===== config.mk =====
export PLATFORM = sky130hd
export DESIGN_NAME = targ_uart_tx_arbiter
export DESIGN_NICKNAME = d
export VERILOG_FILES = /design/src/rtl/targ_uart_tx_arbiter.sv
export SDC_FILE = /design/constraint.sdc
export NUM_CORES = 1
export LEC_CHECK = 0
export CAP_MARGIN = 30
export CORE_MARGIN = 2
export CORE_UTILIZATION = 49
export DETAILED_ROUTE_END_ITERATION = 10
export PLACE_DENSITY = 0.86
export SYNTH_ARGS = -nofsm -noshare
export SYNTH_HDL_FRONTEND = slang
export SYNTH_SLANG_ARGS = --single-unit

===== constraint.sdc =====
create_clock -name clk -period 6.1 [get_ports clk]
set_clock_uncertainty 0.05 [all_clocks]
set_input_delay 0.915 -clock clk [delete_from_list [all_inputs] [get_ports clk]]
set_output_delay 0.915 -clock clk [all_outputs]
set_load 0.03 [all_outputs]

===== src/rtl/targ_uart_tx_arbiter.sv =====
// Round-robin, packet-locked sharing of the target-UART transmitter; ready 1 cycle and start 2 cycles after valid in IDLE.
// Backpressure: a requester waits on req_ready; the arbiter waits on tx_busy, including a frame left over from before reset.
module targ_uart_tx_arbiter #(
  parameter int NUM_REQ = 4,
  parameter int GAP_W   = 16,
  localparam int IDW    = $clog2(NUM_REQ)
) (
  input  logic                 clk,
  input  logic                 rst_n,
  input  logic [NUM_REQ-1:0]   req_valid,
  input  logic [8*NUM_REQ-1:0] req_data,
  input  logic [NUM_REQ-1:0]   req_last,
  output logic [NUM_REQ-1:0]   req_ready,
  input  logic [GAP_W-1:0]     gap_cycles,
  input  logic                 err_clr,
  output logic                 tx_start,
  output logic [7:0]           tx_data,
  input  logic                 tx_busy,
  output logic                 grant_active,
  output logic [IDW-1:0]       grant_id,
  output logic                 tx_err
);

  typedef enum logic [2:0] {IDLE, LOAD, START, WAIT_HI, WAIT_LO, GAP} stateT;

  stateT            state;
  logic [IDW-1:0]   rrPtr;
  logic             lastQ;
  logic [GAP_W-1:0] gapCnt;
  logic             waitHiCnt;

  logic             anyValid;
  logic [IDW-1:0]   pickId;
  logic [IDW-1:0]   scanIdx;
  logic             grantValid;
  logic             grantLast;
  logic [7:0]       grantByte;
  logic             errFire;

  // Scan from the highest offset down so the last hit is the first set bit after rrPtr.
  always_comb begin
    anyValid = 1'b0;
    pickId   = '0;
    scanIdx  = '0;
    for (int k = NUM_REQ; k >= 1; k--) begin
      scanIdx = IDW'((int'(rrPtr) + k) % NUM_REQ);
      if (req_valid[scanIdx]) begin
        anyValid = 1'b1;
        pickId   = scanIdx;
      end
    end
  end

  always_comb begin
    grantValid = 1'b0;
    grantLast  = 1'b0;
    grantByte  = '0;
    for (int i = 0; i < NUM_REQ; i++) begin
      if (grant_id == IDW'(i)) begin
        grantValid = req_valid[i];
        grantLast  = req_last[i];
        grantByte  = req_data[8*i +: 8];
      end
    end
  end

  // Ready and start are decoded from state so both land in the cycle the condition holds.
  always_comb begin
    req_ready = '0;
    if (state == LOAD && grantValid) req_ready[grant_id] = 1'b1;
  end

  assign tx_start = (state == START) && !tx_busy;
  assign errFire  = (state == WAIT_HI) && !tx_busy && waitHiCnt;

  always_ff @(posedge clk or negedge rst_n) begin
    if (!rst_n) begin
      state        <= IDLE;
      rrPtr        <= IDW'(NUM_REQ - 1);
      lastQ        <= 1'b0;
      gapCnt       <= '0;
      waitHiCnt    <= 1'b0;
      tx_data      <= '0;
      grant_active <= 1'b0;
      grant_id     <= '0;
      tx_err       <= 1'b0;
    end else begin
      if (err_clr)      tx_err <= 1'b0;
      else if (errFire) tx_err <= 1'b1;

      case (state)
        IDLE: begin
          if (anyValid) begin
            grant_id     <= pickId;
            grant_active <= 1'b1;
            state        <= LOAD;
          end
        end
        LOAD: begin
          if (grantValid) begin
            tx_data <= grantByte;
            lastQ   <= grantLast;
            state   <= START;
          end
        end
        START: begin
          if (!tx_busy) begin
            waitHiCnt <= 1'b0;
            state     <= WAIT_HI;
          end
        end
        WAIT_HI: begin
          // The start cycle plus two more without busy means the transmitter never took the byte.
          if (tx_busy || waitHiCnt) state <= WAIT_LO;
          else                      waitHiCnt <= 1'b1;
        end
        WAIT_LO: begin
          if (!tx_busy) begin
            gapCnt <= gap_cycles;
            state  <= GAP;
          end
        end
        GAP: begin
          if (gapCnt <= GAP_W'(1)) begin
            gapCnt <= '0;
            if (lastQ) begin
              rrPtr        <= grant_id;
              grant_active <= 1'b0;
              state        <= IDLE;
            end else begin
              state <= LOAD;
            end
          end else begin
            gapCnt <= gapCnt - GAP_W'(1);
          end
        end
        default: state <= IDLE;
      endcase
    end
  end

endmodule


**Word level (Yosys, flattened, before mapping)**

Index checks and enable logic that the tools add are counted.

- Register bits after elaboration: 35
- Input port bits: 60
- Output and inout bits: 17
- Word-level logic and storage cells: 108

- $add $sub $neg: 5
- $lt $le $gt $ge: 7
- Equal/unequal tests: 16
- Multiplexer cells: 51
- Reductions and logical operators: 20

Operators by type and width:

| kind | number |
|---|---|
| 16-bit two-way mux | 2 |
| 8-bit two-way mux | 4 |
| 16-bit one-hot mux with 2 select lines | 1 |
| 1-bit two-way mux | 25 |
| 3-bit two-way mux | 6 |
| 3-bit one-hot mux with 6 select lines | 1 |
| 16-bit by 1-bit less-or-equal comparator with 1-bit output (second input constant) | 1 |
| 16-bit by 1-bit subtractor with 16-bit output (second input constant) | 1 |
| 2-bit by 3-bit < comparator with 1-bit output (second input constant) | 5 |
| 2-bit inequality test (second input constant) | 7 |
| 1-bit binary-select mux with 2-bit select | 4 |
| 2-bit two-way mux | 4 |
| 2-bit nonzero test | 4 |
| 3-bit by 2-bit == test with 1-bit output (second input constant) | 2 |
| 3-bit == test (second input constant) | 2 |
| 2-bit AND reduction | 3 |
| 3-bit AND reduction | 2 |
| 6-bit AND reduction | 1 |
| 1-bit logical AND | 5 |
| 2-bit by 1-bit adder with 2-bit output (second input constant) | 2 |
| 2-bit adder (second input constant) | 2 |
| 2-bit == test (second input constant) | 2 |
| 4-bit two-way mux | 1 |
| 1-bit one-hot mux with 2 select lines | 2 |
| other kinds (10) | 10 |

**Depth between registers and ports, before layout**

Gate-level depths: netlist (run 1).

- Depth after elaboration: 9
- Mapped depth: 7

**Worst setup path after synthesis (run 1)**

Ideal clock, no wire load.

- Path type: input port to output port
- Start point: input port req_valid[1]
- End point: output port req_ready[0]
- Arrival: 2.437 ns
- Slack: 2.698 ns
- Cell stages on the path: 6
- Buffers on the path: 2
- Cell sequence: mux4_2 nand2_1 or3_1 buf_2 buf_6 nor3_1

- Cells in the longest elaborated chain, start to end: 5

RTL lines:

| item | RTL line | text |
|---|---|---|
| start: declaration | 10 | `input logic [NUM_REQ-1:0] req_valid,` |
| 1-bit two-way mux (3 in series) | 59 | `if (grant_id == IDW'(i)) begin` |
| 1-bit logical AND | 70 | `if (state == LOAD && grantValid) req_ready[grant_id] = 1'b1;` |
| 4-bit two-way mux | 70 |  |
| end: declaration | 13 | `output logic [NUM_REQ-1:0] req_ready,` |

Every way passes these cells.

**Final worst setup path (run 1)**

- Start point: input port req_valid[3]
- End point: output port req_ready[1]

- Cells in the longest elaborated chain, start to end: 3

RTL lines:

| item | RTL line |
|---|---|
| 1-bit two-way mux | 59 |
| 1-bit logical AND | 70 |
| 4-bit two-way mux | 70 |

Every way passes these cells.

==> results.md, run 1 <==
* CP peak stage delay at 700 ps
* Synthesized cell area at between 0.002 and 0.0025 mm²
* Slew Limit Headroom at 54.0%
* Clock buffer depth at 2
* Clock slew at reported path FFs at 70 ps
* Worst Hold Path EP: tx_data[3]
* Rows at 24
* Final hold viol count at 0
* Post-synthesis compound-gate area fraction at 17.8%
* Max Cap Violations at 0
* Global-route usage over all layers at 23.9%
* Placer Congestion at 0.875
* Die Area at about 0.0051 mm²
* CTS resizes at 0
* # DRC at 0
* EDFF count, synth at 0
* First-pass GRT wire length at 9590 µm
* WS Path Type: in2out
* Cells after Synth at 218
* Multiplexer share of the synthesized area at 18.5%
* Area contributors post-synth: dfrtp_1 (37%), mux4_2 (8.1%), mux2_4 (4.1%)
* Synth warnings at 0
* Reg2reg end: tx_data[7]
* Die X at 71.2 µm
* Critical path origin: req_valid[3]
* Register cell area after layout at 878 µm²
* Buffers on Ports at 76
* Cell mode on critical path: clkdlybuf4s50_1
* Fmax at 230 MHz
* Finished Layout Cells at between 300 and 400
* Worst setup SP type: primary input
* Worst skew pair latency at 280 ps
* Synth Area in XOR/XNOR at 1.58%
* Syn nets at 280
* Setup TNS at 0 ps
* Status: finished, final reports clean
* CP Buf/Inv Count at 2
* CP top delay family: buffers and inverters
* CTS H-tree depth at 2
* Post-route ant nets at 0
* Fin. max-slew vios at 0
* Leakage at approximately 1.3 nW
* Syn Area/Cell at between 10 and 15 µm²
* CP max-delay cell: clkdlybuf4s50_1
* Hold Path Depth at 1
* CP cell instances: clkdlybuf4s50_1, mux4_2, nand2_1, or3_1, nor3_1, clkdlybuf4s50_1
* Gr ovfl total at 0
* Via count of the first global-routing pass at a little under 2000
* Ports at 77
* Vias at 2017
* Slew @ Worst Pin at 690 ps
* Routed wire length at 5550 µm
* Synth unique cells at 50
* Simple-Gate Fraction of Synth Area at 17.6%
* CTS Sinks at 35
* Worst R2R Setup Slack at 3540 ps
* Worst path arrival time at between 3000 and 4000 ps
* RSZ-0062 raised after global routing: false
* Most frequent cell after synthesis: dfrtp_1
* Multi-input gate area at around 0.0013 mm²
* Synth-to-Final Area Change at 40.1%
* Largest family of logic cells by synthesized area: multiplexers
* Top FF cell, synth: dfrtp_1
* # fillers at 327
* Number of buffers created by CTS at 5
* Hold Buf Count CTS at 0
* PnR worst setup slack at 1750 ps
* R2r startpoint: grant_id[0]
* CTS Root Cell: clkbuf_8
* Worst EP required at a little over 5000 ps
* HP Start: tx_data[3]
* Router iterations before antenna repair at 4
* Hold Crit Class: reg2reg
* Starting Density at 50.9%
* Antenna violations before repair at 0
* Post-layout min period at about 4300 ps
* Fin crit share at 71.3%
* Diode count at 0
* Core box area at between 0.004 and 0.005 mm²
* Die Y at 71.2 µm
* Cell taking the most area after synthesis: dfrtp_1
* Worst vdd ir at 0.217 mV
* Share of post-route cells with drive strength above 1 at 10.9%
* Final #Nets at 354
* Crit end category: output port
* Post-CTS setup repair buffer count at 0
* Vias/cell at 5.85
* Synth Register Bits at 35
* Total placed cells including tap cells at 337
* Post-synth ARST share at 100%
* TritonCTS clock tree: built
* WL per Instance at 16.1 µm
* Seq/Total Area, Yosys at between 30% and 40%
* Final setup vio count at 0
* Pwr dens at between 400 and 500 mW/mm²
* Post-synth top area share at approximately 37%
* HPWL Detailed at 4200 µm
* Synth top cells by count: dfrtp_1 (33), nand2_1 (18), nor2_1 (14)
* Post-Synth Adder-Cell Area at roughly 1.1%
* Worst r2r path cells at 4
* Dpl ws at 1760 ps
* CP Max Fanout at 13
* Largest net degree at the start of global routing at 36
* DRT iter0 DRCs at 171
per-stage QoR:
step                hold WS [ps]  area (µm²)  util [%]  power [W]
floorplan                    434        2220         -   0.000896
global placement             412        3010      69.0    0.00108
detailed placement           437        3010      69.0    0.00109
CTS                          453        3110      71.3    0.00128
global route                 474        3110      71.3    0.00137
finish                       444        3110      71.3    0.00127
report_power, final:
group          total [W]  internal, W  switching, W
Clock           0.000184     0.000103     0.0000809
Sequential      0.000457     0.000330      0.000127
Combinational   0.000633     0.000326      0.000307
Total            0.00127     0.000760      0.000514
cells by family after synthesis:
group	after synthesis
buffers and inverters	19
DFF	35
and+or+nand+nor	74
muxes	24
adders and majority gates	2
AOI/OAI and AO/OA	60
xor gates and xnor gates	4
cell usage in the layout, fill, tap and decap left out, types with 5 or more instances in the layout:
| cell | synthesis | final |
|---|---|---|
| nor3_1 | 11 | 11 |
| mux2_4 | 6 | 6 |
| nor2_1 | 14 | 14 |
| a21oi_1 | 12 | 12 |
| o21ai_1 | 12 | 12 |
| mux4_2 | 8 | 8 |
| nand2b_1 | 8 | 8 |
| o21ai_0 | 8 | 8 |
| inv_1 | 7 | 7 |
| a22oi_1 | 5 | 5 |
| dfrtp_1 | 33 | 33 |
| clkdlybuf4s50_1 | 0 | 76 |
| clkbuf_8 | 0 | 7 |
| nand2_1 | 18 | 18 |
layout make-up:
| type | count | area share [%] |
|---|---|---|
| flip-flops and latches | 35 | 28.3 |
| repair buffers | 79 | 25.2 |
| inverters | 7 | 0.846 |
| clock buffers | 8 | 3.22 |
| multi-input cells | 164 | 40.3 |
| well taps | 52 | 2.10 |
flip-flops by register name (all words and copies together), names as in the netlist, 2 cells and up:
name      flops
rrPtr         2
state         3
gapCnt       16
grant_id      2
tx_data       8
routing by layer:
metal	up-vias	global-route usage, %	part of all wire (%)
li1	964	-	-
met1	991	30.6	41
met2	51	41.8	54
met3	11	3.38	3.4
met4	0	7.76	1.8
met5	-	0	0
worst max-delay path by stage:
stage | end | slack, ps | cells past startpoint
after floorplan | req_ready[0] | 2700 | 6
after global placement | req_ready[2] | 1810 | 6
after detailed placement | req_ready[1] | 1760 | 6
after CTS | req_ready[1] | 1760 | 6
after global routing | req_ready[2] | 1620 | 6
final | req_ready[1] | 1750 | 6
Power figures use the tool's default switching activity.
==> run 2: changes to the inputs <==
--- a/config.mk
+++ b/config.mk
@@ -7,9 +7,9 @@
 export LEC_CHECK = 0
 export CAP_MARGIN = 30
 export CORE_MARGIN = 2
-export CORE_UTILIZATION = 49
+export CORE_UTILIZATION = 46
 export DETAILED_ROUTE_END_ITERATION = 10
-export PLACE_DENSITY = 0.86
+export PLACE_DENSITY = 0.81
 export SYNTH_ARGS = -nofsm -noshare
 export SYNTH_HDL_FRONTEND = slang
 export SYNTH_SLANG_ARGS = --single-unit
==> constraint.sdc (replaced) <==
create_clock -name clk -period 4.4 [get_ports clk]
set_clock_uncertainty 0.05 [all_clocks]
set_input_delay 0.66 -clock clk [delete_from_list [all_inputs] [get_ports clk]]
set_output_delay 0.66 -clock clk [all_outputs]
set_load 0.03 [all_outputs]
==> results.md, run 2 (synthesized netlist as in run 1, its figures left out) <==
* Placer Congestion at 0.838 (was 0.875)
* Antenna violations before repair at 0 (unchanged)
* Clock slew at reported path FFs at 70 ps (about the same)
* Vias at 2014 (was 2017)
* # fillers at 374 (was 327)
* Final setup vio count at 0 (unchanged)
* Ports at 77 (unchanged)
* CTS Root Cell: clkbuf_8 (unchanged)
* Starting Density at 47.2% (was 50.9%)
* CP max-delay cell: clkdlybuf4s50_1 (unchanged)
* Crit end category: output port (unchanged)
* WL per Instance at 16.1 µm (about the same)
* R2r startpoint: grant_id[0] (unchanged)
* Setup TNS at 0 ps (unchanged)
* CP peak stage delay at 700 ps (about the same)
* Routed wire length at 5590 µm (was 5550 µm)
* Number of buffers created by CTS at 5 (unchanged)
* Synth-to-Final Area Change at 41.1% (was 40.1%)
* Die X at 73.4 µm (was 71.2 µm)
* Die Area at 0.00539 mm² (was 0.00508 mm²)
* Core box area at 0.00469 mm² (was 0.00435 mm²)
* CP cell instances: clkdlybuf4s50_1, mux4_2, nand2_1, or3_1, nor3_1, clkdlybuf4s50_1 (unchanged)
* Fmax at 261 MHz
* Worst skew pair latency at 290 ps (was 280 ps)
* Slew @ Worst Pin at 760 ps (was 690 ps)
* Final #Nets at 354 (unchanged)
* Hold Crit Class: reg2reg (unchanged)
* Fin. max-slew vios at 0 (unchanged)
* First-pass GRT wire length at 9130 µm (was 9590 µm)
* Largest net degree at the start of global routing at 36 (unchanged)
* HP Start: tx_data[7] (was tx_data[3])
* Reg with most FFs: gapCnt (unchanged)
* CP Buf/Inv Count at 2 (unchanged)
* CTS Sinks at 35 (unchanged)
* Via count of the first global-routing pass at 2005 (was 1979)
* Status: finished, final reports clean (unchanged)
* DRT iter0 DRCs at 116 (was 171)
* Clock buffer depth at 2 (unchanged)
* Gr ovfl total at 0 (unchanged)
* Slew Limit Headroom at 49.0% (was 54.0%)
* Hold Buf Count CTS at 0 (unchanged)
* WS Path Type: in2out (unchanged)
* Finished Layout Cells at 347 (was 345)
* Total placed cells including tap cells at 339 (was 337)
* CP top delay family: buffers and inverters (unchanged)
* Pwr dens at 582 mW/mm² (was 410 mW/mm²)
* Cell mode on critical path: clkdlybuf4s50_1 (unchanged)
* TritonCTS clock tree: built (unchanged)
* HPWL Detailed at 4170 µm (was 4200 µm)
* Buffers on Ports at 76 (unchanged)
* Most common cell after layout, fill and taps aside: clkdlybuf4s50_1 (unchanged)
* Post-route ant nets at 0 (unchanged)
* Regs by FF count: gapCnt: 16 flops, tx_data: 8 flops, state: 3 flops (unchanged)
* Diode count at 0 (unchanged)
* Vias/cell at 5.80 (was 5.85)
* Share of post-route cells with drive strength above 1 at 11.3% (was 10.9%)
* Most frequent cells in the layout: clkdlybuf4s50_1 (76), dfrtp_1 (33), nand2_1 (18), nor2_1 (14) (unchanged)
* CTS H-tree depth at 2 (unchanged)
* Rows at 25 (was 24)
* Worst setup SP type: primary input (unchanged)
* Max reg flops at 16 (unchanged)
* Leakage at 1.27 nW (was 1.26 nW)
* CTS resizes at 0 (unchanged)
* Post-layout min period at between 3000 and 4000 ps
* RSZ-0062 raised after global routing: false (unchanged)
* Post-CTS setup repair buffer count at 0 (unchanged)
* Worst EP required at 3690 ps (was 5130 ps)
* Router iterations before antenna repair at 4 (unchanged)
* # DRC at 0 (unchanged)
* CP Max Fanout at 13 (unchanged)
* Global-route usage over all layers at 21.9% (was 23.9%)
* Fin crit share at 87.1%
* Worst path arrival time at 3120 ps (was 3380 ps)
* Final hold viol count at 0 (unchanged)
* Critical path origin: req_valid[3] (unchanged)
* Overall Power at 0.00182 W (was 0.00127 W)
* Worst vdd ir at 0.277 mV (was 0.217 mV)
* Die Y at 73.4 µm (was 71.2 µm)
* Max Cap Violations at 0 (unchanged)
==> run 2: changes by cell type in the layout (fill, tap and decap cells not counted), sizes merged <==
| cell | previous run | this run |
|---|---|---|
| bufinv | 0 | 1 |
| clkbuf | 8 | 6 |
| clkinv | 0 | 1 |
==> run 2: where the power goes <==
group / leakage [nW] / total, W / internal, W / switching, W
clock: 0.0612 / 0.000302 / 0.000183 / 0.000119
combinational: 0.783 / 0.000878 / 0.000453 / 0.000425
sequential: 0.421 / 0.000638 / 0.000458 / 0.000180
total: 1.27 / 0.00182 / 0.00109 / 0.000724
==> run 2: layer usage <==
layer / part of all wire, % / up-vias / global-route usage [%]
met5: 0 / - / 0
met4: 2.1 / 0 / 8.69
met3: 4.3 / 12 / 4.12
met2: 51 / 51 / 36.9
met1: 42 / 980 / 27.9
li1: - / 971 / -
==> run 2: worst paths after layout <==
check	end	slack (ps)	depth (start not counted)
max	req_ready[1]	570	6
max in group asynchronous	rrPtr[0]	3240	2
min in group asynchronous	grant_id[1]	720	2
max reg2reg	tx_data[3]	1830	4
min	tx_data[7]	440	1
min reg2reg	tx_data[7]	440	1
==> run 2: worst reg2reg max path: stages (launching register included) <==
cell,delay [ps]
dfrtp_1,790
mux4_2,610
nand2_1,100
or3_1,510
mux2_1,390
==> run 2: metrics by stage <==
stage | utilization [%] | worst slack [ps] | hold slack, ps | area, µm²
finish | 66.6 | 569 | 442 | 3130
global route | 66.6 | 345 | 464 | 3130
CTS | 66.6 | 560 | 450 | 3130
detailed placement | 64.1 | 578 | 434 | 3010
global placement | 64.1 | 614 | 420 | 3010
floorplan | - | 1470 | 314 | 2220
==> run 2: layout make-up <==
class	instances	area (µm²)	share of cell area, %
multi-input cells	164	1250	40.1
flip-flops and latches	35	878	28.1
repair buffers	79	783	25.1
clock buffers	6	82.6	2.64
well taps	54	67.6	2.16
clock inverters	2	35.0	1.12
inverters	7	26.3	0.841
==> run 3: changes to the inputs <==
--- a/config.mk
+++ b/config.mk
@@ -5,9 +5,10 @@
 export SDC_FILE = /design/constraint.sdc
 export NUM_CORES = 1
 export LEC_CHECK = 0
+export ABC_AREA = 1
 export CAP_MARGIN = 30
 export CORE_MARGIN = 2
-export CORE_UTILIZATION = 46
+export CORE_UTILIZATION = 48
 export DETAILED_ROUTE_END_ITERATION = 10
 export PLACE_DENSITY = 0.81
 export SYNTH_ARGS = -nofsm -noshare
==> results.md, run 3 <==
* Status: finished, final reports clean (unchanged)
* RSZ-0062 raised after global routing: false (unchanged)
* Worst setup path endpoint: req_ready[1] (unchanged)
* Ports at 77 (unchanged)
* Final #Nets at 536 (was 354)
* Core box area at 0.00514 mm² (was 0.00469 mm²)
* Max reg flops at 16 (unchanged)
* Met1 WL at 2720 µm (was 2360 µm)
* Clock buffer depth at 2 (unchanged)
* HPWL Detailed at 5050 µm (was 4170 µm)
* Vias at 2804 (was 2014)
* Most common cell after layout, fill and taps aside: nand2_1 (was clkdlybuf4s50_1)
* Slew Limit Headroom at 60.6% (was 49.0%)
* Post-synth ARST share at 100% (unchanged)
* Number of buffers created by CTS at 5 (unchanged)
* First-pass GRT wire length at 11800 µm (was 9130 µm)
* Syn Area/Cell at 6.43 µm² (was 10.2 µm²)
* Seq/Total Area, Yosys at 34.0% (was 39.6%)
* Worst R2R Setup Slack at 2480 ps (was 1830 ps)
* Worst EP required at 3690 ps (about the same)
* Fmax at 290 MHz (was 261 MHz)
* CP Max Fanout at 22 (was 13)
* CTS resizes at 0 (unchanged)
* Worst skew pair latency at 290 ps (about the same)
* Gr ovfl total at 0 (unchanged)
* WL per Instance at 12.2 µm (was 16.1 µm)
* WS Path Type: in2out (unchanged)
* Routed wire length at 6650 µm (was 5590 µm)
* Fin. max-slew vios at 0 (unchanged)
* Final hold viol count at 0 (unchanged)
* Worst r2r path cells at 7 (was 4)
* Crit end category: output port (unchanged)
* Register cell area after layout at 878 µm² (unchanged)
* Synth top cells by count: nand2_1 (128), nor2_1 (67), a21oi_1 (37) (was dfrtp_1 (33), nand2_1 (18), nor2_1 (14))
* Most frequent cell after synthesis: nand2_1 (was dfrtp_1)
* Router iterations before antenna repair at 5 (was 4)
* Buffers on Ports at 76 (unchanged)
* Global-route usage over all layers at 24.0% (was 21.9%)
* R2r startpoint: state[2] (was grant_id[0])
* Synth Register Bits at 35 (unchanged)
* Most frequent cells in the layout: nand2_1 (128), clkdlybuf4s50_1 (76), nor2_1 (67), a21oi_1 (37) (was clkdlybuf4s50_1 (76), dfrtp_1 (33), nand2_1 (18), nor2_1 (14))
* Clock slew at reported path FFs at 80 ps (was 70 ps)
* Worst vdd ir at 0.351 mV (was 0.277 mV)
* Area contributors post-synth: dfrtp_1 (32%), nand2_1 (19%), nor2_1 (9.7%) (was dfrtp_1 (37%), mux4_2 (8.1%), mux2_4 (4.1%))
* CTS H-tree depth at 2 (unchanged)
* Via count of the first global-routing pass at 2786 (was 2005)
* Routed wl met3 at 529 µm (was 239 µm)
* Max Cap Violations at 0 (unchanged)
* Die Area at 0.00599 mm² (was 0.00539 mm²)
* Post-synth top area share at 31.9% (was 37.3%)
* Syn nets at 464 (was 280)
* Hold Buf Count CTS at 0 (unchanged)
* Die Y at 77.4 µm (was 73.4 µm)
* Synth-to-Final Area Change at 33.4% (was 41.1%)
* Setup TNS at 0 ps (unchanged)
* Post-layout min period at 3450 ps (was 3830 ps)
* Placer Congestion at 0.890 (was 0.838)
* Dpl ws at 970 ps (was 578 ps)
* Synth unique cells at 35 (was 50)
* Hold Crit Class: reg2reg (unchanged)
* Vias/cell at 5.14 (was 5.80)
* Fin crit share at 78.3% (was 87.1%)
* EDFF count, synth at 0 (unchanged)
* Rows at 26 (was 25)
* Leakage at 1.56 nW (was 1.27 nW)
* Starting Density at 50.3% (was 47.2%)
* Worst path arrival time at 2740 ps (was 3120 ps)
* # DRC at 0 (unchanged)
* Largest net degree at the start of global routing at 36 (unchanged)
* TritonCTS clock tree: built (unchanged)
* Cells after Synth at 402 (was 218)
* Worst setup SP type: primary input (unchanged)
* Post-CTS setup repair buffer count at 0 (unchanged)
* DRT iter0 DRCs at 136 (was 116)
* Highest Signal Layer: met4 (unchanged)
* Pwr dens at 550 mW/mm² (was 582 mW/mm²)
* Regs by FF count: gapCnt: 16 flops, tx_data: 8 flops, state: 3 flops (unchanged)
* CTS Sinks at 35 (unchanged)
* Multi-input gate area at 0.00146 mm² (was 0.00125 mm²)
* # fillers at 482 (was 374)
* Final setup vio count at 0 (unchanged)
* Diode count at 0 (unchanged)
* PnR worst setup slack at 954 ps (was 569 ps)
* Synth warnings at 0 (unchanged)
* Slew @ Worst Pin at 592 ps (was 760 ps)
* CTS Root Cell: clkbuf_8 (unchanged)
* Critical path origin: req_valid[2] (was req_valid[3])
* Post-route ant nets at 0 (unchanged)
* Top FF cell, synth: dfrtp_1 (unchanged)
* Reg with most FFs: gapCnt (unchanged)
* Die X at 77.4 µm (was 73.4 µm)
* Share of post-route cells with drive strength above 1 at 5.89% (was 11.3%)
* Reg2reg end: gapCnt[6] (was tx_data[3])
* Metal2 WL at 3370 µm (was 2870 µm)
* Cell taking the most area after synthesis: dfrtp_1 (unchanged)
* Antenna violations before repair at 0 (unchanged)
* Synthesized cell area at 0.00259 mm² (was 0.00222 mm²)
==> run 3: changes by cell type in the layout (fill, tap and decap cells not counted), sizes merged, moves of 10 or more <==
cell and change:
mux4 -10, nand3 +30, nand2 +111, mux2 -11, nor2 +57, a21oi +26
inv +30
==> run 3: worst min-delay path by stage <==
| stage | end | slack, ps | depth (start not counted) | start |
|---|---|---|---|---|
| after floorplan | gapCnt[0] | 310 | 0 | rst_n |
| after global placement | tx_data[0] | 420 | 2 | tx_data[0] |
| after detailed placement | tx_data[0] | 420 | 2 | tx_data[0] |
| after CTS | tx_data[0] | 440 | 2 | tx_data[0] |
| after global routing | tx_data[1] | 480 | 2 | tx_data[1] |
| final | tx_data[0] | 440 | 2 | tx_data[0] |
==> run 3: kinds of logic after synthesis <==
logic type,share of synthesized area [%]
AND/OR/NAND/NOR,40.7
AO/OA/AOI/OAI,12.2
buffers and inverters,9.77
flip-flops,34.0
XOR/XNOR,2.37
adder cells (fa/ha/maj),0.967
==> run 3: layout make-up <==
class                      instances  area share [%]
multi-input combinational        317            42.2
inverter                          37            4.10
clock buffer                       5            1.99
clock inverter                     3            1.27
timing repair buffer              78            22.5
tap                               70            2.54
sequential                        35            25.5
==> run 3: power breakdown <==
part | switching [W] | internal, W | total (W)
Sequential | 0.000172 | 0.000459 | 0.000631
Combinational | 0.000586 | 0.000385 | 0.000971
Clock | 0.000127 | 0.000169 | 0.000296
Total | 0.000885 | 0.00101 | 0.00190
==> run 3: routing by layer <==
metal / track usage, % / vias up
li1: - / 1432
met1: 26.7 / 1272
met2: 44.5 / 98
met3: 5.81 / 2
met4: 7.86 / 0
met5: 0 / -
==> run 3: per-stage QoR <==
step | total power, W | hold slack (ps) | instances | util, % | area [µm²]
2_1_floorplan | 0.00134 | 314 | 402 | - | 2590
3_3_place_gp | 0.00158 | 418 | 537 | 64.9 | 3340
3_5_place_dp | 0.00161 | 425 | 537 | 64.9 | 3340
4_1_cts | 0.00191 | 445 | 545 | 67.1 | 3450
5_1_grt | 0.00208 | 483 | 545 | 67.1 | 3450
6_report | 0.00190 | 435 | 545 | 67.1 | 3450
==> run 3: critical path: stages <==
cell             delay [ps]
clkdlybuf4s50_1         500
inv_1                    60
o21ai_0                 160
o211ai_1                150
a21oi_2                 160
inv_2                   150
nor3_1                  190
clkdlybuf4s50_1         700
